==> config.mk <==
export PLATFORM = sky130hd
export DESIGN_NAME = vdp_vram_arbiter
export DESIGN_NICKNAME = d
export VERILOG_FILES = /design/src/rtl/vdp_vram_arbiter.sv
export SDC_FILE = /design/constraint.sdc
export NUM_CORES = 1
export LEC_CHECK = 0
export ABC_AREA = 1
export CAP_MARGIN = 20
export CORE_MARGIN = 2
export CORE_UTILIZATION = 39
export DETAILED_ROUTE_END_ITERATION = 8
export GPL_TIMING_DRIVEN = 0
export HOLD_SLACK_MARGIN = 0.06
export PLACE_DENSITY = 0.77
export RECOVER_POWER = 50
export SLEW_MARGIN = 0
export SYNTH_ARGS = -nofsm -noshare
export SYNTH_HDL_FRONTEND = slang
export SYNTH_SLANG_ARGS = --single-unit
==> constraint.sdc <==
create_clock -name clk -period 2.7 [get_ports clk]
set_input_delay 0.27 -clock clk [delete_from_list [all_inputs] [get_ports clk]]
set_output_delay 0.27 -clock clk [all_outputs]
set_load 0.005 [all_outputs]
==> src/rtl/vdp_vram_arbiter.sv <==
// rtl/vdp_vram_arbiter.sv - VRAM port arbiter for display, sprite, CPU and command engine
// Fixed priority dsp > spr > (cpu/cmd round-robin); in-order read return through a tag FIFO.
module vdp_vram_arbiter #(
    parameter int TAG_DEPTH = 4
) (
    input  logic        clk,
    input  logic        reset,
    input  logic [16:0] dsp_address,
    input  logic        dsp_valid,
    output logic        dsp_ready,
    output logic [31:0] dsp_rdata,
    output logic        dsp_rdata_en,
    input  logic [16:0] spr_address,
    input  logic        spr_valid,
    output logic        spr_ready,
    output logic [31:0] spr_rdata,
    output logic        spr_rdata_en,
    input  logic [16:0] cpu_address,
    input  logic        cpu_valid,
    input  logic        cpu_write,
    input  logic [7:0]  cpu_wdata,
    output logic        cpu_ready,
    output logic [7:0]  cpu_rdata,
    output logic        cpu_rdata_en,
    input  logic [16:0] cmd_address,
    input  logic        cmd_valid,
    input  logic        cmd_write,
    input  logic [7:0]  cmd_wdata,
    output logic        cmd_ready,
    output logic [31:0] cmd_rdata,
    output logic        cmd_rdata_en,
    output logic [16:0] vram_address,
    output logic        vram_valid,
    output logic        vram_write,
    output logic [31:0] vram_wdata,
    output logic [3:0]  vram_wdata_mask,
    input  logic        vram_ready,
    input  logic [31:0] vram_rdata,
    input  logic        vram_rdata_en,
    output logic        tag_underflow
);
    localparam int PW = (TAG_DEPTH > 1) ? $clog2(TAG_DEPTH) : 1;
    localparam int CW = PW + 1;

    logic [3:0]    tag_mem [TAG_DEPTH];
    logic [PW-1:0] wr_ptr;
    logic [PW-1:0] rd_ptr;
    logic [CW-1:0] tag_count;
    logic          rr_cmd;

    logic          free_slot;
    logic          read_ok;
    logic          cpu_ok;
    logic          cmd_ok;
    logic [3:0]    grant;
    logic [1:0]    sel_id;
    logic [16:0]   sel_addr;
    logic          sel_write;
    logic [7:0]    sel_wdata;
    logic          push;
    logic          pop;
    logic [3:0]    head;

    always_comb begin
        free_slot = !vram_valid || vram_ready;
        read_ok   = tag_count < CW'(TAG_DEPTH);
        cpu_ok    = cpu_valid && (cpu_write || read_ok);
        cmd_ok    = cmd_valid && (cmd_write || read_ok);
        grant     = 4'b0000;
        if (!reset && free_slot) begin
            // rr_cmd picks which of cpu/cmd is tried first; the other is the fallback
            if (dsp_valid && read_ok)      grant = 4'b0001;
            else if (spr_valid && read_ok) grant = 4'b0010;
            else if (!rr_cmd && cpu_ok)    grant = 4'b0100;
            else if (cmd_ok)               grant = 4'b1000;
            else if (cpu_ok)               grant = 4'b0100;
        end
    end

    always_comb begin
        sel_id    = 2'd0;
        sel_addr  = dsp_address;
        sel_write = 1'b0;
        sel_wdata = cpu_wdata;
        if (grant[1]) begin
            sel_id   = 2'd1;
            sel_addr = spr_address;
        end else if (grant[2]) begin
            sel_id    = 2'd2;
            sel_addr  = cpu_address;
            sel_write = cpu_write;
        end else if (grant[3]) begin
            sel_id    = 2'd3;
            sel_addr  = cmd_address;
            sel_write = cmd_write;
            sel_wdata = cmd_wdata;
        end
    end

    assign dsp_ready = grant[0];
    assign spr_ready = grant[1];
    assign cpu_ready = grant[2];
    assign cmd_ready = grant[3];

    assign push = (|grant) && !sel_write;
    assign pop  = vram_rdata_en && (tag_count != '0);
    assign head = tag_mem[rd_ptr];

    always_ff @(posedge clk) begin
        if (push) tag_mem[wr_ptr] <= {sel_id, sel_addr[1:0]};
    end

    always_ff @(posedge clk) begin
        if (reset) begin
            vram_valid      <= 1'b0;
            vram_address    <= '0;
            vram_write      <= 1'b0;
            vram_wdata      <= '0;
            vram_wdata_mask <= '0;
            rr_cmd          <= 1'b0;
            wr_ptr          <= '0;
            rd_ptr          <= '0;
            tag_count       <= '0;
            tag_underflow   <= 1'b0;
            dsp_rdata_en    <= 1'b0;
            spr_rdata_en    <= 1'b0;
            cpu_rdata_en    <= 1'b0;
            cmd_rdata_en    <= 1'b0;
            dsp_rdata       <= '0;
            spr_rdata       <= '0;
            cpu_rdata       <= '0;
            cmd_rdata       <= '0;
        end else begin
            if (|grant) begin
                vram_valid <= 1'b1;
                vram_write <= sel_write;
                if (sel_write) begin
                    vram_address    <= sel_addr;
                    vram_wdata      <= {4{sel_wdata}};
                    vram_wdata_mask <= 4'b0001 << sel_addr[1:0];
                end else begin
                    vram_address    <= {sel_addr[16:2], 2'b00};
                    vram_wdata      <= '0;
                    vram_wdata_mask <= 4'b0000;
                end
            end else if (vram_ready) begin
                vram_valid <= 1'b0;
            end

            if (grant[2])      rr_cmd <= 1'b1;
            else if (grant[3]) rr_cmd <= 1'b0;

            if (push) wr_ptr <= wr_ptr + 1'b1;
            if (pop)  rd_ptr <= rd_ptr + 1'b1;
            tag_count <= tag_count + CW'(push) - CW'(pop);

            if (vram_rdata_en && tag_count == '0) tag_underflow <= 1'b1;

            dsp_rdata_en <= 1'b0;
            spr_rdata_en <= 1'b0;
            cpu_rdata_en <= 1'b0;
            cmd_rdata_en <= 1'b0;
            if (pop) begin
                case (head[3:2])
                    2'd0: begin dsp_rdata_en <= 1'b1; dsp_rdata <= vram_rdata; end
                    2'd1: begin spr_rdata_en <= 1'b1; spr_rdata <= vram_rdata; end
                    2'd2: begin cpu_rdata_en <= 1'b1; cpu_rdata <= vram_rdata[{head[1:0], 3'b000} +: 8]; end
                    default: begin cmd_rdata_en <= 1'b1; cmd_rdata <= vram_rdata; end
                endcase
            end
        end
    end
endmodule
==> results.toml <==
[critical_path]
r2r_setup_slack_ps = 220
crit_fanout = 10
path_cells = "clkdlybuf4s50_1, a21boi_2, nand2_1, nor2_4, buf_4, buf_2, clkdlybuf4s50_1"
reg2reg_from = "tag_count[2]"
cp.required_ps = 2430
crit_family = "buffers and inverters"
startpoint_type = "input port"
worst_path_max_delay_cell = "clkdlybuf4s50_1"
r2r_cells = 16
path_class = "input port to primary output"
cp_num_buf_inv = 4
end_kind = "primary output"
critPathMostFrequentCell = "clkdlybuf4s50_1"
r2r-end = "tag_count[2]"
worst_path_largest_cell_delay_ps = 550
worstPathArrival_ps = 2280

[yosys]
synthCells = 933
ys_seq_elements = 166
synth_top_area_share_pct = 41.8
synth_top_flop_cell = "dfxtp_1"
mappedNetlistArea_um2 = 7180
ys_seq_area_share_pct = 48.5
syn_nets = 1066
ys_warn_count = 0
synthArstFlopShare_pct = 0
synth.distinct_cells = 37
synth_area_leaders = "dfxtp_1 (42%), o21ai_0 (9.9%), nand2_1 (7.1%), edfxtp_1 (6.7%), a21oi_1 (6.6%)"
synth.avg_cell_area_um2 = 7.69
yosys.area.top_type = "dfxtp_1"
synth_enable_flop_cells = 16

[floorplanning]
dieArea_um2 = 19500
coreArea_um2 = 18000
io-pin-count = 294
fp.dieW_um = 140
start_util_pct = 39.8
die_h_um = 140
num_rows = 49

[sta]
fin_skew_ps = 7.74
tightest_slew_ps = 738
fmax_ghz = 0.393
rsz0062_at_grt = "false"
setup_violations = 0
hold_viol = 0
slew_headroom_pct = 50.8
whs_ps = 179
setup_ws_ps = 153
period_share_pct = 94.3
min_period_ps = 2550
slew_viol_final = 0

[grt]
grt.total_usage_pct = 24.2
grt_pass1_wl_um = 37400
grt_antenna_before_repair = 0
grt_overflow = 0
grt_max_degree = 17
grt_pass1_vias = 7179

[run_status]
run_status = "finished clean"

[detailed_routing]
drc = 0
first_iter_violations = 418
via_per_inst = 4.92
firstDrtPassIters = 5
routedWlPerCell_um = 16.0
ant_nets = 0
vias = 7349
drt_wl_total_um = 24000

[cts]
cts_made_buffers = 17
cts_hold_buf = 0
insertion_delay_ps = 420
root_buffer = "clkbuf_16"
clk_pin_slew_ps = 70
htreeDepth = 4
cts.sinks = 166
cts_buffer_depth = 2
cts_tree = "built"

[worst_hold_path]
worstHoldStart = "reset"
worstHoldPathCells = 4
whs_endpoint = "cpu_rdata[0]"
hold_path_class = "input port to register"

[final_layout]
drive_gt1_share_pct = 9.57
fin_nets = 1384
diodes = 0
syn2layout_area_growth_pct = 54.3
nFillCells = 1563

[place]
hpwl_um = 18400
numPortBuffers = 292
gp_congestion = 0.900
post-place-ws_ps = -501

[power_and_ir_drop]
finalPower_mw = 8.59
ir_drop_v = 0.000517
power_density_nw_per_um2 = 776
power_leakage_nw = 4.72

[job]
maxCapViolations = 0
==> sequential cells by signal, summed over array words and instances, names as in the netlist, named ones only <==
name             flops
tag_count            3
cmd_rdata           32
tag_mem             16
vram_address        17
tag_underflow        1
rd_ptr               2
vram_valid           1
vram_write           1
vram_wdata           8
cpu_rdata_en         1
dsp_rdata           32
rr_cmd               1
spr_rdata_en         1
dsp_rdata_en         1
spr_rdata           32
cpu_rdata            8
wr_ptr               2
vram_wdata_mask      4
cmd_rdata_en         1
==> cells in the mapped netlist, types with 2 or more instances <==
cell type,instances
nand2_2,4
nand2_1,135
nand3_2,2
nand4_1,5
nor2_1,100
dfxtp_1,150
edfxtp_1,16
nand3_1,41
clkbuf_1,27
a31oi_1,15
a21oi_1,95
o21ai_1,2
a21boi_1,2
inv_2,6
inv_1,105
ha_1,6
o21ai_0,142
buf_6,2
o22ai_1,8
nand2_4,3
nor2_4,3
buf_4,32
nand3_4,2
buf_2,16
a21oi_2,2
==> stage by stage <==
step,instances,util (%),area (µm²),setup TNS (ps)
floorplan,933,-,7180,0
global placement,1454,57.6,10400,-777
finish,1493,61.4,11100,0
global route,1493,61.4,11100,0
detailed placement,1454,57.6,10400,-820
CTS,1489,61.1,11000,0
==> layer usage <==
metal / share of wire [%] / track usage [%] / up-vias / wire length, µm
met4: 2.4 / 9.05 / 0 / 585
met1: 39 / 28.4 / 3314 / 9290
met5: 0 / 0 / - / 0
li1: - / - / 3663 / -
met3: 9.0 / 5.99 / 36 / 2150
met2: 50 / 42.6 / 336 / 11900
==> how the worst max path moves through the flow <==
stage                 start           end  slack, ps  depth (start not counted)
2_1_floorplan         reset  tag_count[2]        190                         18
3_3_place_gp      cmd_valid  tag_count[2]       -490                         16
3_5_place_dp      cmd_valid  tag_count[2]       -500                         16
4_1_cts        tag_count[2]  tag_count[2]         10                         16
5_1_grt        tag_count[2]  tag_count[2]          7                         16
6_report          cmd_valid     cmd_ready        150                          7
==> what timing repair did <==
action / 4_1_cts / 5_1_grt
pin swaps: 2 / 3
setup endpoints to repair: 2 / 3
endpoints found under the hold margin: 0 / 0
resized for setup: 1 / 9
setup buffers: 3 / 4
==> cell families (layout without fill, tap and decap cells) <==
family	after synthesis	in the layout	share of synthesized area [%]
adder cells (fa/ha/maj)	7	7	1.32
buffers and inverters	190	521	12.1
flip-flops	166	166	48.5
AO/OA/AOI/OAI	269	269	19.5
AND/OR/NAND/NOR	300	300	18.4
XOR/XNOR	1	1	0.122
==> cell usage in the layout (no fill, tap or decap), drive strengths merged <==
| cell type | n |
|---|---|
| nand3 | 45 |
| dlygate4sd3 | 140 |
| bufinv | 2 |
| clkbuf | 47 |
| dfxtp | 150 |
| o22ai | 8 |
| buf | 58 |
| or2 | 2 |
| clkdlybuf4s50 | 152 |
| nand4 | 5 |
| fa | 1 |
| nor3 | 1 |
| clkinvlp | 1 |
| nand3b | 1 |
| nor2 | 104 |
| o21ai | 145 |
| inv | 115 |
| o211ai | 1 |
| ha | 6 |
| xor2 | 1 |
| o22a | 1 |
| a21boi | 2 |
| a21oi | 97 |
| a31oi | 15 |
| clkinv | 6 |
| edfxtp | 16 |
| nand2 | 142 |
==> power by group <==
part           leakage, nW  total (mW)  internal, mW  switching [mW]
logic                 3.05        2.87          1.35            1.51
registers             1.37        3.27          3.01           0.261
clock network        0.294        2.45          1.43            1.02
total                 4.72        8.59          5.79            2.80
==> final cells by class <==
type / instances / area [µm²] / area share (%)
plain buffers: 78 / 448 / 4.05
multi-input cells: 577 / 2850 / 25.7
well taps: 229 / 287 / 2.59
inverters: 112 / 428 / 3.86
repair buffers: 299 / 2980 / 26.9
clock inverters: 12 / 144 / 1.30
clock buffers: 20 / 457 / 4.12
flip-flops and latches: 166 / 3490 / 31.5
==> worst reg2reg max path: cells and delay by family (launching register included) <==
| family | cells | cell delay, ps |
|---|---|---|
| buf+inv | 4 | 250 |
| flops | 1 | 400 |
| simple gates | 5 | 490 |
| xor+xnor | 1 | 150 |
| fa+ha+maj | 3 | 710 |
| compound gates | 3 | 380 |
Power figures use the tool's default switching activity.
